`src/rtl/if_stage_pkg.sv`:
```
// Shared fetch-stage types: FSM encodings, IF/ID entry layout, reset constants.
// Latency: n/a (declarations only).
// Backpressure: n/a.
package if_stage_pkg;

    typedef enum logic [1:0] {
        REQ  = 2'd0,
        WAIT = 2'd1,
        FULL = 2'd2
    } if_state_t;

    localparam logic [31:0] NOP_INSTR_DEF = 32'h0000_0000;  // sll $0,$0,0
    localparam logic [31:0] RESET_PC_DEF  = 32'h0000_0000;

    // One fetched instruction together with the PC it was fetched from.
    typedef struct packed {
        logic [31:0] instr;
        logic [31:0] pc;
    } fetch_ent_t;

    // Force a byte address onto a word boundary.
    function automatic logic [31:0] align_word(input logic [31:0] addr);
        return addr & ~32'h0000_0003;
    endfunction

endpackage

```
`src/rtl/if_stage_if.sv`:
```
// Instruction-memory fetch bus: req/gnt address phase, in-order rvalid data phase.
// Latency: set by the memory; the fetch side keeps at most one request outstanding.
// Backpressure: master holds req/addr stable until gnt; rvalid cannot be stalled.
interface if_stage_if;

    logic        req;
    logic [31:0] addr;
    logic        gnt;
    logic        rvalid;
    logic [31:0] rdata;

    modport master (output req, addr, input gnt, rvalid, rdata);
    modport slave  (input req, addr, output gnt, rvalid, rdata);

endinterface

```
`src/rtl/if_skid_buf.sv`:
```
// One-entry {instr,pc} holding register for a response that cannot enter IF/ID.
// Latency: push visible on dout/full the next cycle.
// Backpressure: none internally; the owner must not push into a full entry without popping.
module if_skid_buf
    import if_stage_pkg::*;
(
    input  logic       clk,
    input  logic       rstn,
    input  logic       push,
    input  logic       pop,
    input  logic       clear,
    input  fetch_ent_t din,
    output fetch_ent_t dout,
    output logic       full
);

    fetch_ent_t ent;

    // Clear beats push beats pop; push with pop replaces the entry in place.
    always_ff @(posedge clk) begin
        if (!rstn) begin
            full <= 1'b0;
            ent  <= '0;
        end else if (clear) begin
            full <= 1'b0;
        end else if (push) begin
            full <= 1'b1;
            ent  <= din;
        end else if (pop) begin
            full <= 1'b0;
        end
    end

    assign dout = ent;

endmodule

```
`src/rtl/if_stage.sv`:
```
// MIPS instruction-fetch stage: owns the PC, fetches over imem, fills the IF/ID register.
// Latency: grant to IF/ID is one cycle after rvalid; peak one instruction every two cycles.
// Backpressure: stall_i holds IF/ID; an in-flight response parks in a one-entry skid and fetch pauses.
module if_stage
    import if_stage_pkg::*;
#(
    parameter logic [31:0] RESET_PC  = RESET_PC_DEF,
    parameter logic [31:0] NOP_INSTR = NOP_INSTR_DEF
) (
    input  logic              clk,
    input  logic              rstn,
    input  logic              stall_i,
    input  logic              redirect_valid,
    input  logic [31:0]       redirect_pc,
    if_stage_if.master        imem,
    output logic [31:0]       id_instr,
    output logic [31:0]       id_pc,
    output logic              id_valid
);

    if_state_t   state_q, state_d;
    logic [31:0] pc_q;
    logic [31:0] pend_pc_q;      // PC of the single outstanding request
    logic        drop_q;         // outstanding response belongs to a squashed path
    logic        redir_pend_q;   // redirect arrived while the request was still waiting for gnt
    logic [31:0] redir_tgt_q;

    logic        redir;
    logic [31:0] redir_tgt;
    logic        grant;
    logic        resp;
    logic        resp_use;
    logic        skid_push;
    logic        skid_pop;
    logic        skid_full;
    logic        skid_full_next;
    fetch_ent_t  skid_din;
    fetch_ent_t  skid_dout;

    // A redirect seen during a stall is ignored; decode repeats it afterwards.
    assign redir     = redirect_valid & ~stall_i;
    assign redir_tgt = align_word(redirect_pc);

    assign grant    = (state_q == REQ) & imem.gnt;
    assign resp     = (state_q == WAIT) & imem.rvalid;
    assign resp_use = resp & ~drop_q & ~redir;

    // A usable response goes straight to IF/ID only when IF/ID can take it and nothing older waits.
    assign skid_push      = resp_use & (stall_i | skid_full);
    assign skid_pop       = ~stall_i & skid_full;
    assign skid_full_next = ~redir & (skid_push | (skid_full & ~skid_pop));
    assign skid_din       = '{instr: imem.rdata, pc: pend_pc_q};

    assign imem.req  = rstn & (state_q == REQ);
    assign imem.addr = pc_q;

    if_skid_buf u_skid (
        .clk   (clk),
        .rstn  (rstn),
        .push  (skid_push),
        .pop   (skid_pop),
        .clear (redir),
        .din   (skid_din),
        .dout  (skid_dout),
        .full  (skid_full)
    );

    // Next fetch state: resume requesting only once the skid is empty.
    always_comb begin
        state_d = state_q;
        case (state_q)
            REQ:     if (grant) state_d = WAIT;
            WAIT:    if (resp) state_d = skid_full_next ? FULL : REQ;
            FULL:    if (redir || !skid_full_next) state_d = REQ;
            default: state_d = REQ;
        endcase
    end

    // Fetch state register.
    always_ff @(posedge clk) begin
        if (!rstn) state_q <= REQ;
        else       state_q <= state_d;
    end

    // PC, outstanding-request PC, and squash bookkeeping for redirects.
    always_ff @(posedge clk) begin
        if (!rstn) begin
            pc_q         <= RESET_PC;
            pend_pc_q    <= RESET_PC;
            drop_q       <= 1'b0;
            redir_pend_q <= 1'b0;
            redir_tgt_q  <= RESET_PC;
        end else if (grant) begin
            pend_pc_q    <= pc_q;
            redir_pend_q <= 1'b0;
            if (redir) begin
                pc_q   <= redir_tgt;
                drop_q <= 1'b1;
            end else if (redir_pend_q) begin
                pc_q   <= redir_tgt_q;
                drop_q <= 1'b1;
            end else begin
                pc_q <= pc_q + 32'd4;
            end
        end else begin
            // The raised request keeps its address; remember the target for after the grant.
            if (redir && state_q == REQ) begin
                redir_pend_q <= 1'b1;
                redir_tgt_q  <= redir_tgt;
            end else if (redir) begin
                pc_q <= redir_tgt;
            end
            if (resp)                        drop_q <= 1'b0;
            else if (redir && state_q == WAIT) drop_q <= 1'b1;
        end
    end

    // IF/ID register: redirect bubble, hold on stall, else skid, fresh response, or bubble.
    always_ff @(posedge clk) begin
        if (!rstn) begin
            id_valid <= 1'b0;
            id_instr <= NOP_INSTR;
            id_pc    <= 32'h0;
        end else if (redir) begin
            id_valid <= 1'b0;
            id_instr <= NOP_INSTR;
        end else if (!stall_i) begin
            if (skid_full) begin
                id_valid <= 1'b1;
                id_instr <= skid_dout.instr;
                id_pc    <= skid_dout.pc;
            end else if (resp_use) begin
                id_valid <= 1'b1;
                id_instr <= imem.rdata;
                id_pc    <= pend_pc_q;
            end else begin
                id_valid <= 1'b0;
                id_instr <= NOP_INSTR;
            end
        end
    end

endmodule

```
`src/flat_wrapper.sv`:
```
// flat-port wrapper written by rule: the top's interface ports become plain ports
module if_stage_flat import if_stage_pkg::*;
#(
    parameter logic [31:0] RESET_PC  = RESET_PC_DEF,
    parameter logic [31:0] NOP_INSTR = NOP_INSTR_DEF
)
  (clk, rstn, stall_i, redirect_valid, redirect_pc, id_instr, id_pc, id_valid, imem_req, imem_addr, imem_gnt, imem_rvalid, imem_rdata);
  if_stage_if imem_i ();
  input  logic clk;
  input  logic rstn;
  input  logic stall_i;
  input  logic redirect_valid;
  input  logic [31:0] redirect_pc;
  output logic [31:0] id_instr;
  output logic [31:0] id_pc;
  output logic id_valid;
  output wire logic [$bits(imem_i.req)-1:0] imem_req;
  output wire logic [$bits(imem_i.addr)-1:0] imem_addr;
  input wire logic [$bits(imem_i.gnt)-1:0] imem_gnt;
  input wire logic [$bits(imem_i.rvalid)-1:0] imem_rvalid;
  input wire logic [$bits(imem_i.rdata)-1:0] imem_rdata;
  assign imem_req = imem_i.req;
  assign imem_addr = imem_i.addr;
  assign imem_i.gnt = imem_gnt;
  assign imem_i.rvalid = imem_rvalid;
  assign imem_i.rdata = imem_rdata;
  if_stage #(.RESET_PC(RESET_PC), .NOP_INSTR(NOP_INSTR)) u_core (.clk(clk), .rstn(rstn), .stall_i(stall_i), .redirect_valid(redirect_valid), .redirect_pc(redirect_pc), .imem(imem_i), .id_instr(id_instr), .id_pc(id_pc), .id_valid(id_valid));
endmodule
```
`config.mk`:
```
export PLATFORM = sky130hd
export DESIGN_NAME = if_stage_flat
export DESIGN_NICKNAME = d
export VERILOG_FILES = /design/src/rtl/if_stage_pkg.sv /design/src/rtl/if_stage_if.sv /design/src/rtl/if_skid_buf.sv /design/src/rtl/if_stage.sv /design/src/flat_wrapper.sv
export SDC_FILE = /design/constraint.sdc
export NUM_CORES = 1
export LEC_CHECK = 0
export CAP_MARGIN = 40
export CORE_MARGIN = 1.5
export CORE_UTILIZATION = 54
export CTS_CLUSTER_SIZE = 14
export DETAILED_ROUTE_END_ITERATION = 8
export DONT_BUFFER_PORTS = 1
export PLACE_DENSITY = 0.7
export SETUP_SLACK_MARGIN = 0.05
export SLEW_MARGIN = 20
export SYNTH_ARGS = -nofsm -noshare
export SYNTH_HDL_FRONTEND = slang
export SYNTH_HIERARCHICAL = 1
export SYNTH_SLANG_ARGS = --single-unit
```
`constraint.sdc`:
```
create_clock -name clk -period 3.6 [get_ports clk]
set_input_delay 0.9 -clock clk [delete_from_list [all_inputs] [get_ports clk]]
set_output_delay 0.9 -clock clk [all_outputs]
set_load 0.05 [all_outputs]
```
==> impl_summary.md <==
Outcome
The flow ran to the end, and the final reports show no timing, DRC or antenna violations.

Worst setup path
STA classifies the critical path startpoint as a register. The worst setup path startpoint is u_core/state_q[0]$_SDFFE_PN0P_. Traced cell by cell, the critical path runs through nor2_2 > and2_1. The combined buffer and inverter count along the critical path is 0. By startpoint and endpoint, the worst setup path is classified as reg2out.

Of all nets on the critical path, the largest fanout is 9. For the worst setup path, the data arrival time is 1730 ps. For this run, the slowest stage of the critical path takes 530 ps. The largest delay contributor family on the critical path is simple AND/OR/NAND/NOR gates.

The worst setup path is captured at an output pin. The critical path's slowest cell is and2_1. The startpoint identified for the worst register-to-register timing path is u_core/imem.addr[6]$_SDFFE_PN0P_. STA puts the critical path data required time at 2700 ps.

Final layout
The final design utilization is 59.39%. The number of inserted diodes is 0. For this run, the post-layout net count is 1247. The fraction of final layout cells with drive strength greater than 1 is 7.389%. The finished layout holds 1425 standard cells, fillers aside. The area growth from synthesis to layout is 8.109%.

Clocking
The number of buffers between clock root and the deepest sink is 3. TritonCTS built the clock tree. The clock root buffer master is clkbuf_16. CTS built an H-tree with a depth of 1. Clock tree synthesis inserted a total of 25 buffers. Clock latency on the worst-skew pair, taken at its later pin, is 520 ps. The count of cells resized by post-cts repair is 0. After clock tree synthesis, the clock-pin slew on the worst setup and hold paths is 60 ps.

CTS saw 224 sinks. The number of hold buffers added after CTS is 0. The number of setup buffers added after CTS is 0.

Power and ir drop
In this run switching power makes up 25.24% of total power. Across the VDD grid, the largest voltage drop is 0.3897 mV. The internal power of the cells totals 0.004247 W. Of the total power, registers draw 48.1%.

Summed over all nets, the switching power comes to 0.001433 W. The part of the power in combinational logic is 7.7%. The power density relative to cell area is 511.3 nW/um^2.

The leakage dissipation is 4.098 nW. The clock network burns 44.3% of the power.

Detailed routing
The DRC marker count from the first detailed-route iteration is 561. After detailed routing, the number of remaining DRC violations is 0. The total via count in the routed design is 8218. The detail route stage leaves a number of antenna-violating nets equal to 0. The number of optimization iterations in the first detailed-route pass is 5. The total length of routed wires is 24.15 mm. After detailed routing, the average wire length per cell comes to 16.95 um. The via density per instance is 5.767.

Timing
In the final timing run, aggregate negative setup slack is 0 ps. The clock skew is 8.490 ps. The final setup violation count is 0. The hold violation total from the final report is 0. The transition time at the pin with the least slew margin is 827.8 ps. Setup repair after global routing left no endpoint under its margin.

The time the final worst path needs with I/O delays and setup is 2633 ps. The max-slew violation total from the final report came to 0. The maximum clock rate is 379.8 MHz. The relative slew slack is 44.74%.

Dividing the final minimum period by the clock period gives 73.15%.

Yosys
The number of enable flip-flop cells after synthesis is 0. The mean instance size in the synthesized netlist is 8.465 um^2. The simple-gate portion of the synthesized area is 21.08%. After synthesis, the share of flip-flops with an asynchronous set or reset is 0%. The number of different library cells used by synthesis comes to 66. Summing the areas of all compound-gate instances in the mapped netlist gives 18.62% of the synthesized area. Among all flip-flop cells after synthesis, the most frequent one is dfxtp_1. Summing the areas of all fa, ha and maj instances in the mapped netlist gives 0.2192% of the synthesized area.

The post-synthesis xor/xnor area fraction is 1.534%. The combined area of all synthesized cells is 10280 um^2. The gate count of the mapped netlist is 1214. For this run, the number of Yosys warnings is 6.

Multiplexer cells account for 9.254% of the synthesized area. The share of the Yosys chip area taken by registers is 43.64%. The flip-flop and latch count after synthesis is 224. The main combinational cell family by area after synthesis is simple AND/OR/NAND/NOR gates.

GRT
The global-route wire length before repair is 39.24 mm. Summed over all layers, the global routing overflow is 0. The overall global routing resource usage is 23.98%.

The via count of the first global-routing pass is 7614. The pin count of the biggest net entering global routing is 258. The number of antenna violations at the first check in global routing is 0.

Die
The placement row count is 50. The floorplan step defined a die boundary enclosing 19870 um^2. The height of the die is 141.0 um. Once the floorplan was initialized, standard cells occupied 54.94% of the core. 168 I/O pins were placed. The floorplan core area is 18710 um^2. The horizontal extent of the die is 141.0 um.

Place
The number of buffer cells added on primary ports is 0. The HPWL after detailed placement is 15.38 mm. Counting tap cells, the placed design contains a total of 1383 instances. The congestion estimate from routability-driven global placement came to 0.8687.

Job
The number of maximum-capacitance violations is 0.

Worst hold path
The startpoint identified for the worst hold timing path is u_core/redir_tgt_q[26]$_SDFFE_PN0P_. The min-delay analysis places its worst path in the category reg2reg.
==> metrics by stage <==
stage / instance area [um^2] / setup WS, ps / power, W / hold WS (ps)
after floorplan: 10290 / 873.1 / 0.003155 / 431.5
after global placement: 10300 / 963.0 / 0.003210 / 440.7
after detailed placement: 10300 / 890.0 / 0.003216 / 445.2
after CTS: 11110 / 968.7 / 0.005728 / 452.9
after global routing: 11110 / 918.9 / 0.005885 / 467.3
final: 11110 / 966.8 / 0.005680 / 451.2
==> cells in the mapped netlist, types with 3 or more instances <==
library cell | n | share of area (%)
dfxtp_1 | 224 | 44
nand2b_1 | 4 | 0.24
a21o_1 | 5 | 0.37
a21boi_0 | 30 | 2.2
and3_1 | 12 | 0.73
clkbuf_1 | 48 | 1.8
nor4_1 | 3 | 0.18
buf_2 | 32 | 1.6
and4_1 | 5 | 0.43
o21ai_0 | 31 | 1.5
nand3_1 | 17 | 0.83
a221oi_1 | 11 | 0.94
nor2b_1 | 3 | 0.18
a21boi_1 | 34 | 2.5
xnor2_1 | 12 | 1.0
and2_1 | 3 | 0.18
nand2_1 | 314 | 11
buf_12 | 7 | 1.4
buf_1 | 5 | 0.18
nor3_1 | 9 | 0.44
buf_4 | 7 | 0.51
o21a_1 | 4 | 0.29
inv_1 | 3 | 0.11
o221ai_1 | 5 | 0.43
xor2_1 | 6 | 0.51
a22oi_1 | 32 | 2.3
a21oi_1 | 68 | 3.3
o21ai_1 | 7 | 0.34
nor2_1 | 98 | 3.6
mux2i_1 | 95 | 9.3
o211a_1 | 31 | 3.0
nand4_1 | 6 | 0.37
==> power by group through the flow <==
stage	combinational (W)	clock [W]	sequential, W
5_1_grt	0.000479	0.00266	0.00274
3_3_place_gp	0.000426	0	0.00278
4_1_cts	0.000434	0.00256	0.00273
6_report	0.000435	0.00251	0.00273
2_1_floorplan	0.000353	0	0.00280
3_5_place_dp	0.000432	0	0.00278
==> worst min-delay path: stages (launching register included) <==
cell and delay, ps:
dfxtp_1 300, nand2_1 50, a21boi_1 50
==> sequential cells by signal, indices dropped and copies added, names as in the netlist <==
register	count
u_core/u_skid/dout	64
u_core/id_instr	32
u_core/id_pc	32
u_core/imem.addr	30
u_core/pend_pc_q	30
u_core/redir_tgt_q	30
u_core/state_q	2
u_core/drop_q	1
u_core/id_valid	1
u_core/redir_pend_q	1
u_core/u_skid/full	1
==> final cells by class <==
| cell class | instances | area [um^2] |
|---|---|---|
| tap | 234 | 292.8 |
| fill | 1686 | 7596 |
| inverter | 4 | 15.01 |
| sequential | 224 | 4488 |
| multi-input combinational | 889 | 5240 |
| clock inverter | 4 | 73.82 |
| clock buffer | 38 | 734.5 |
| timing repair buffer | 32 | 265.3 |
==> per-layer routing <==
| layer | wire [um] | vias to the layer above | track usage [%] | part of all wire (%) |
|---|---|---|---|---|
| met5 | 0 | - | 0 | 0 |
| met4 | 488 | 0 | 6.360 | 2.0 |
| met3 | 1931 | 36 | 6.692 | 8.0 |
| met2 | 10750 | 233 | 38.45 | 45 |
| met1 | 10980 | 3851 | 31.90 | 45 |
| li1 | - | 4098 | - | - |
==> kinds of logic after synthesis <==
group,count (synthesis)
fa+ha+maj,2
flops,224
xor+xnor,18
other cells,1
buf+inv,104
compound gates,275
mux,95
simple gates,495
==> path summary, 6_finish.rpt <==
path	end	cells after the start	slack, ps
worst max-delay path	imem_req	2	970
worst min-delay path	u_core/redir_tgt_q[26]$_SDFFE_PN0P_	2	450
worst max register to register	u_core/imem.addr[25]$_SDFFE_PN0P_	6	1180
worst min register to register	u_core/redir_tgt_q[26]$_SDFFE_PN0P_	2	450
==> cell usage in the layout, fill, tap and decap left out, types with 17 or more instances in the layout <==
cell type and count:
mux2i_1 95, o21ai_0 31, dfxtp_1 223, a21boi_0 30, nor2_1 98, nand3_1 17, a21oi_1 68, a21boi_1 34
buf_4 30, clkbuf_16 25, o211a_1 31, a22oi_1 32, nand2_1 314
(Power assumes the default switching activity.)
